## src/rtl/router_pkg.sv

```systemverilog
// router_pkg: shared parser states, status error bit indices and header size.
package router_pkg;
  typedef enum logic [2:0] {IDLE, SA, LEN, PAYLOAD, CSUM, DRAIN} rx_state_e;
  localparam int ERR_CSUM  = 0;
  localparam int ERR_TRUNC = 1;
  localparam int ERR_LEN   = 2;
  localparam int ERR_OVF   = 3;
  localparam int HDR_BYTES = 3;
endpackage

```

## src/rtl/router_rx_fifo.sv

```systemverilog
// router_rx_fifo: store-and-forward FIFO with a tentative write pointer, commit and rollback.
module router_rx_fifo #(
  parameter int DEPTH = 64
) (
  input  logic       clk,
  input  logic       reset,
  input  logic       wr_en,
  input  logic [8:0] wr_data,
  input  logic       commit,
  input  logic       rollback,
  input  logic       rd_en,
  output logic [8:0] rd_data,
  output logic       full,
  output logic       empty_committed
);
  localparam int AW = $clog2(DEPTH);
  logic [8:0]  r_mem [DEPTH];
  logic [AW:0] r_wr, r_cm, r_rd;
  // Reader only sees committed entries; full counts tentative ones too.
  assign full            = (r_wr - r_rd) == (AW + 1)'(DEPTH);
  assign empty_committed = r_cm == r_rd;
  assign rd_data         = r_mem[r_rd[AW-1:0]];
  always_ff @(posedge clk) begin
    if (wr_en && !full) r_mem[r_wr[AW-1:0]] <= wr_data;
  end
  always_ff @(posedge clk or negedge reset) begin
    if (!reset) begin
      r_wr <= '0;
      r_cm <= '0;
      r_rd <= '0;
    end else begin
      if (rollback) r_wr <= r_cm;
      else if (wr_en && !full) r_wr <= r_wr + 1'b1;
      if (commit) r_cm <= r_wr;
      if (rd_en && !empty_committed) r_rd <= r_rd + 1'b1;
    end
  end
endmodule

```

## src/rtl/router_pkt_receiver.sv

```systemverilog
// router_pkt_receiver: parses router packets, checks XOR checksum, forwards good payloads.
module router_pkt_receiver
  import router_pkg::*;
#(
  parameter int DEPTH = 64,
  parameter int CNT_W = 16
) (
  input  logic             clk,
  input  logic             reset,
  input  logic [7:0]       dut_outp,
  input  logic             outp_valid,
  output logic [7:0]       pkt_data,
  output logic             pkt_valid,
  output logic             pkt_last,
  input  logic             pkt_ready,
  output logic [7:0]       hdr_da,
  output logic [7:0]       hdr_sa,
  output logic [7:0]       hdr_len,
  output logic             status_valid,
  output logic [3:0]       status_err,
  output logic [CNT_W-1:0] pkt_count,
  output logic [CNT_W-1:0] err_count,
  output logic             fifo_full
);
  rx_state_e  r_state, w_state_n;
  logic [7:0] r_da, r_sa, r_len, r_cnt, r_csum;
  logic [7:0] w_da_n, w_sa_n, w_len_n, w_cnt_n, w_csum_n, w_x;
  logic       w_wr, w_commit, w_status, w_full, w_empty, w_rd_en;
  logic [3:0] w_err;
  logic [8:0] w_rd_data;
  assign w_x       = r_csum ^ dut_outp;
  assign w_rd_en   = !w_empty && (!pkt_valid || pkt_ready);
  assign fifo_full = w_full;
  router_rx_fifo #(.DEPTH(DEPTH)) u_fifo (
    .clk             (clk),
    .reset           (reset),
    .wr_en           (w_wr),
    .wr_data         ({r_cnt == 8'd1, dut_outp}),
    .commit          (w_commit),
    .rollback        (|w_err),
    .rd_en           (w_rd_en),
    .rd_data         (w_rd_data),
    .full            (w_full),
    .empty_committed (w_empty)
  );
  always_comb begin
    w_state_n = r_state;
    w_da_n    = r_da;
    w_sa_n    = r_sa;
    w_len_n   = r_len;
    w_cnt_n   = r_cnt;
    w_csum_n  = r_csum;
    w_wr      = 1'b0;
    w_commit  = 1'b0;
    w_status  = 1'b0;
    w_err     = '0;
    case (r_state)
      IDLE: if (outp_valid) begin
        w_da_n    = dut_outp;
        w_sa_n    = '0;
        w_len_n   = '0;
        w_csum_n  = dut_outp;
        w_state_n = SA;
      end
      SA: if (!outp_valid) begin
        w_status = 1'b1;
        w_err[ERR_TRUNC] = 1'b1;
        w_state_n = IDLE;
      end else begin
        w_sa_n    = dut_outp;
        w_csum_n  = w_x;
        w_state_n = LEN;
      end
      LEN: if (!outp_valid) begin
        w_status = 1'b1;
        w_err[ERR_TRUNC] = 1'b1;
        w_state_n = IDLE;
      end else if (dut_outp == 8'd0) begin
        w_status = 1'b1;
        w_err[ERR_LEN] = 1'b1;
        w_state_n = DRAIN;
      end else begin
        w_len_n   = dut_outp;
        w_cnt_n   = dut_outp;
        w_csum_n  = w_x;
        w_state_n = PAYLOAD;
      end
      PAYLOAD: if (!outp_valid) begin
        w_status = 1'b1;
        w_err[ERR_TRUNC] = 1'b1;
        w_state_n = IDLE;
      end else if (w_full) begin
        w_status = 1'b1;
        w_err[ERR_OVF] = 1'b1;
        w_state_n = DRAIN;
      end else begin
        w_wr      = 1'b1;
        w_cnt_n   = r_cnt - 8'd1;
        w_csum_n  = w_x;
        w_state_n = (r_cnt == 8'd1) ? CSUM : PAYLOAD;
      end
      CSUM: begin
        w_status  = 1'b1;
        w_state_n = IDLE;
        w_err[ERR_TRUNC] = !outp_valid;
        w_err[ERR_CSUM]  = outp_valid && (dut_outp != r_csum);
        w_commit  = outp_valid && (dut_outp == r_csum);
      end
      DRAIN: w_state_n = outp_valid ? DRAIN : IDLE;
      default: w_state_n = IDLE;
    endcase
  end
  always_ff @(posedge clk or negedge reset) begin
    if (!reset) begin
      r_state      <= IDLE;
      r_da         <= '0;
      r_sa         <= '0;
      r_len        <= '0;
      r_cnt        <= '0;
      r_csum       <= '0;
      status_valid <= 1'b0;
      status_err   <= '0;
      hdr_da       <= '0;
      hdr_sa       <= '0;
      hdr_len      <= '0;
      pkt_count    <= '0;
      err_count    <= '0;
      pkt_valid    <= 1'b0;
      pkt_data     <= '0;
      pkt_last     <= 1'b0;
    end else begin
      r_state      <= w_state_n;
      r_da         <= w_da_n;
      r_sa         <= w_sa_n;
      r_len        <= w_len_n;
      r_cnt        <= w_cnt_n;
      r_csum       <= w_csum_n;
      status_valid <= w_status;
      if (w_status) begin
        status_err <= w_err;
        hdr_da     <= w_da_n;
        hdr_sa     <= w_sa_n;
        hdr_len    <= w_len_n;
        if (|w_err) begin
          if (!(&err_count)) err_count <= err_count + 1'b1;
        end else if (!(&pkt_count)) pkt_count <= pkt_count + 1'b1;
      end
      // Output register holds its byte until the consumer takes it.
      if (w_rd_en) begin
        pkt_valid <= 1'b1;
        {pkt_last, pkt_data} <= w_rd_data;
      end else if (pkt_ready) pkt_valid <= 1'b0;
    end
  end
endmodule

```

## config.mk

```make
export PLATFORM = sky130hd
export DESIGN_NAME = router_pkt_receiver
export DESIGN_NICKNAME = d
export VERILOG_FILES = /design/src/rtl/router_pkg.sv /design/src/rtl/router_rx_fifo.sv /design/src/rtl/router_pkt_receiver.sv
export SDC_FILE = /design/constraint.sdc
export NUM_CORES = 1
export LEC_CHECK = 0
export CAP_MARGIN = 30
export CORE_MARGIN = 2
export CORE_UTILIZATION = 59
export DETAILED_ROUTE_END_ITERATION = 12
export PLACE_DENSITY = 0.86
export SLEW_MARGIN = 20
export SYNTH_ARGS = -nofsm -noshare
export SYNTH_HDL_FRONTEND = slang
export SYNTH_SLANG_ARGS = --single-unit
```

## constraint.sdc

```tcl
create_clock -name clk -period 11.3 [get_ports clk]
set_input_delay 3.39 -clock clk [delete_from_list [all_inputs] [get_ports clk]]
set_output_delay 3.39 -clock clk [all_outputs]
set_load 0.005 [all_outputs]
```

## Yosys cells after proc, flatten, opt, wreduce, memory -nomap -nowiden

Memories as Yosys holds them, arrays and structs flattened. A register that Yosys moved wholly into a read port is not among the register bits.
Index checks and enable logic that the tools add are counted.

| cells by class | value |
|---|---|
| $add $sub $neg | 6 |
| multipliers | 0 |
| divide/modulo/power cells | 0 |
| $lt $le $gt $ge | 0 |
| equal/unequal tests | 16 |
| shifts and indexed selects | 0 |
| mux-type cells | 52 |
| bitwise gates (word level) | 4 |
| reduce and logical (&&, ||, !) cells | 25 |

Operators with widths:

| cell | number |
|---|---|
| 8-bit two-way mux | 17 |
| 8-bit one-hot mux with 2 select lines | 3 |
| 16-bit by 1-bit adder with 16-bit output (second input constant) | 2 |
| 8-bit one-hot mux with 4 select lines | 1 |
| 16-bit AND reduction | 2 |
| 3-bit two-way mux | 7 |
| 1-bit two-way mux | 18 |
| 3-bit one-hot mux with 5 select lines | 1 |
| 7-bit by 1-bit adder with 7-bit output (second input constant) | 2 |
| 7-bit two-way mux | 2 |
| 2-bit inequality test (second input constant) | 6 |
| 8-bit by 1-bit == test with 1-bit output (second input constant) | 1 |
| 8-bit == test | 1 |
| 8-bit zero test | 1 |
| 8-bit inequality test | 1 |
| 8-bit by 1-bit subtractor with 8-bit output (second input constant) | 1 |
| 8-bit bitwise XOR | 1 |
| 7-bit == test | 1 |
| 7-bit == test (second input constant) | 1 |
| 7-bit AND reduction | 1 |
| 7-bit subtractor | 1 |
| 3-bit by 2-bit == test with 1-bit output (second input constant) | 2 |
| 3-bit == test (second input constant) | 2 |
| 3-bit AND reduction | 2 |
| other kinds (14) | 26 |

| storage, ports and cells | value |
|---|---|
| flip-flop bits (word level) | 126 |
| bits in latches | 0 |
| RAM bits | 576 |
| bits in read-only memories | 0 |
| bits of input ports | 12 |
| word-level logic and storage cells | 121 |
| memories | 1 |

Memories:

| name | depth | bits a word | read ports | clocked after Yosys merged registers in | wr ports | RTL line | source |
|---|---|---|---|---|---|---|---|
| u_fifo.r_mem | 64 | 9 | 1 | 1 | 1 | router_rx_fifo.sv:17 | `logic [8:0] r_mem [DEPTH];` |

## Logic depth before layout (Yosys ltp)

| depth | value |
|---|---|
| depth after elaboration | 8 |
| depth in mapped cells | 14 |
| gate-level depth less buffers | 10 |

## Cells and area by module

From an unflattened synthesis, not the netlist that was laid out.

| second synthesis, totals | value |
|---|---|
| cells, all modules | 1,545 |
| area, all modules | 28,683.8 µm² |

By module, submodules not included:

| module | times used | cells each | area an instance (µm²) | seq. area each (µm²) |
|---|---|---|---|---|
| router_rx_fifo | 1 | 1,057 | 23,466.3 | 17,822.1 |
| router_pkt_receiver | 1 | 488 | 5,217.5 | 2,852.7 |

## Worst setup path after synthesis

OpenSTA, ideal clock, no wires.

| path | value |
|---|---|
| path type | reg-to-output |
| start point | reg u_fifo.r_rd[3] |
| end point | out fifo_full |
| arrival time | 2,566 ps |
| slack | 5,344 ps |
| stages on the path, launching flop included | 11 |
| cell sequence | dfrtp_1 -> clkbuf_1 -> inv_2 -> buf_2 -> clkbuf_1 -> ha_1 -> or4_1 -> nand3_2 -> o2111a_1 -> nand3_2 -> inv_2 |

| between the ends | value |
|---|---|
| word-level cells in the longest chain between the ends | 2 |

RTL lines:

| element | RTL line | source |
|---|---|---|
| start, declared | router_rx_fifo.sv:18 | `logic [AW:0] r_wr, r_cm, r_rd;` |
| start signal, assigned | router_rx_fifo.sv:35 | `if (rd_en && !empty_committed) r_rd <= r_rd + 1'b1;` |
| 7-bit subtractor | router_rx_fifo.sv:20 | `assign full = (r_wr - r_rd) == (AW + 1)'(DEPTH);` |
| 7-bit == test | router_rx_fifo.sv:20 |  |
| end, declared | router_pkt_receiver.sv:23 | `output logic fifo_full` |

No other way between the ends.

## Worst setup path in the final report

| path | value |
|---|---|
| start point | reg u_fifo.r_rd[4] |
| end point | out fifo_full |

Same word-level chain as after synthesis.

==> qor.csv <==
metric,value,unit
crit share post-route,71.9,%
GRT Total Usage,28.7,%
sequential fraction of the synthesis area,72.1,%
CTS Buffer Depth,3,
Initial Util,60.0,%
warning count from the yosys run,0,
post-CTS resize count,0,
Die X,224,um
Slew Limit Fails,0,
Synth Area in Adders,0.523,%
crit path max fanout,16,
Synth cell types,69,
post-synthesis simple-gate area fraction,5.58,%
"Core Util, Final",67.8,%
P&R area growth vs syn,13.2,%
Max Fclk,0.123,GHz
critical path data required time,7910,ps
Sink Count,711,
router iterations before antenna repair,6,
Antenna diodes,0,
Antenna Nets Post-Route,0,
main flop type after synthesis,edfxtp_1,
Max-cap violations,0,
WL per Instance,29.9,um
compound-gate portion of the synthesized area,3.81,%
Finish-stage setup viols,0,
WL final,70500,um
CP Class,flip-flop to primary output,
maximum vdd ir drop,164,uV
Worst-Margin Slew,1080,ps
Total Neg Setup Slack,0,ps
clk_lat worst skew,610,ps
leakage,0.0111,uW
CP Launch Type,flip-flop,
syn nets,1614,
XOR/XNOR share of the synthesized area,1.59,%
num rows,80,
CTS buffer count,69,
fill count,2893,
GRT overflow,0,
initial antenna violation count,0,
RePlAce Congestion,0.929,
core area,0.0478,mm2
vias per cell,6.82,
HPWL after DPL,40600,um
DRC,0,
Synth top area share,60.3,%
CP Capture Type,primary output,
clk_skew,32.1,ps
most numerous cell in the Yosys netlist,edfxtp_1,
root buf cell,clkbuf_16,
H-tree depth,3,
Ports,84,
Worst-path clk slew,70,ps
via count,16100,
register bit total from synthesis,711,
top post-synthesis cells by count,"edfxtp_1, mux4_2, dfrtp_1",
largest net degree at the start of global routing,87,
main combinational cell family by area after synthesis,multiplexers,
multiplexer share of the synthesized area,14.9,%
cell taking the most area after synthesis,edfxtp_1,
RSZ-0062 raised after global routing,false,
first-pass GRT wire length,105000,um
# Post-CTS Setup Buffers,0,
post-synthesis area per instance,18.0,um2
Final #Nets,1707,
Max transition margin,28.0,%
minimum clock period,8130,ps
Min-Delay Path Class,flip-flop to flip-flop,
share of cells above drive strength 1,21.1,%
Fin. Hold Viols,0,
crit path DAT,4740,ps
Die Area,0.0504,mm2
number of global-route vias before repair,16200,
PD cells,232,mW/mm2
Chip Height,224,um
Synth area leaders,"edfxtp_1, mux4_2, dfrtp_1, nand2_1, mux2_2",
status,"finished, final reports clean",
Mapped Area,0.0287,mm2
Hold Buf Count CTS,0,
CTS tree,yes,
initial detailed-routing violation count,2379,
Synth Instances,1590,
IO buf count,83,
number of synthesized flops with an enable pin,576,
async set-reset flop share out of synthesis,19.0,%
routing by layer:
layer  vias to the layer above  global-route usage [%]  wire, um
li1                       6485                       -         -
met1                      8173                    37.6     25200
met2                      1139                    46.9     35000
met3                       254                    6.60      6870
met4                         0                    12.2      3420
met5                         -                       0         0
area by class of cell:
| cell class | count | area [um2] | share of cell area, % |
|---|---|---|---|
| Tap cell | 615 | 769 | 2.37 |
| Clock buffer | 85 | 1900 | 5.86 |
| Timing Repair Buffer | 105 | 982 | 3.03 |
| Clock inverter | 43 | 472 | 1.45 |
| Multi-Input combinational cell | 776 | 7570 | 23.3 |
| Sequential cell | 711 | 20700 | 63.7 |
| Inverter | 20 | 75.1 | 0.231 |
logic make-up (layout without fill, tap and decap cells):
| logic type | after synthesis | in the layout |
|---|---|---|
| and+or+nand+nor | 339 | 339 |
| buffers and inverters | 103 | 253 |
| AOI/OAI and AO/OA | 152 | 152 |
| adders and majority gates | 12 | 12 |
| muxes | 221 | 221 |
| DFF | 711 | 711 |
| xor gates and xnor gates | 52 | 52 |
cell usage in the layout, fill, tap and decap left out, types with 4 or more instances in the layout:
cell,Yosys,final
clkinv_2,0,16
clkinv_1,3,11
nand3_1,21,21
mux2_2,38,38
inv_1,14,14
clkbuf_1,46,9
nor2b_1,4,4
clkdlybuf4s50_1,0,74
buf_4,2,20
o31ai_1,7,7
or3_1,4,4
ha_1,12,12
bufinv_16,0,9
or4_1,5,5
and3_1,14,14
mux2i_1,21,21
o21ai_0,44,44
dfrtp_1,135,132
nand3b_1,6,6
a21oi_1,18,18
buf_2,22,8
nor2_1,105,105
xor2_1,26,26
a32oi_1,23,23
nor4_1,9,9
a21o_1,5,5
nand4_1,17,17
mux4_2,161,161
a22o_1,16,16
nor3_1,9,9
clkbuf_16,0,73
o21bai_1,8,8
nand2b_1,6,6
edfxtp_1,576,576
xnor2_1,26,26
nand2_1,120,120
flip-flops by register name (all words and copies together) (netlist names):
name / flops
u_fifo.r_mem: 576
err_count: 16
pkt_count: 16
hdr_da: 8
hdr_len: 8
hdr_sa: 8
pkt_data: 8
r_cnt: 8
r_csum: 8
r_da: 8
r_len: 8
r_sa: 8
u_fifo.r_cm: 7
u_fifo.r_rd: 7
u_fifo.r_wr: 7
status_err: 4
r_state: 3
pkt_last: 1
pkt_valid: 1
status_valid: 1
worst max-delay path: stages, from the launching register on:
cell and delay, ps:
dfrtp_1 940, clkinv_1 780, ha_1 610, or3_1 420, a21oi_2 240, o2111a_1 270
nand3_2 160, inv_2 130, clkdlybuf4s50_1 550
per-stage QoR:
step | total power [uW] | cells | hold WS (ps) | worst slack, ps | area (um2)
6_report | 7510 | 2355 | 488 | 3170 | 32500
3_5_place_dp | 5070 | 2226 | 475 | 4070 | 30100
2_1_floorplan | 4390 | 1590 | 449 | 5340 | 28700
5_1_grt | 7720 | 2355 | 519 | 3060 | 32500
4_1_cts | 7500 | 2354 | 489 | 3330 | 32400
3_3_place_gp | 4990 | 2225 | 474 | 4190 | 30000
power by group:
group / switching (uW) / leakage [uW] / total [uW] / internal [uW]
Clock: 990 / 0.00117 / 2400 / 1410
Sequential: 197 / 0.00692 / 3150 / 2960
Combinational: 1030 / 0.00304 / 1960 / 926
Total: 2220 / 0.0111 / 7510 / 5300
final timing paths:
kind | start | to | slack (ps) | cells past startpoint
worst max-delay path | u_fifo.r_rd[4] | fifo_full | 3170 | 8
worst max register to register | u_fifo.r_rd[4] | u_fifo.r_mem[18][3] | 5370 | 8
max in group asynchronous | reset | u_fifo.r_rd[2] | 7150 | 2
worst min register to register | r_sa[0] | r_sa[0] | 490 | 2
worst min-delay path | r_sa[0] | r_sa[0] | 490 | 2
min in group asynchronous | reset | hdr_sa[7] | 2850 | 1
Power figures use the tool's default switching activity.
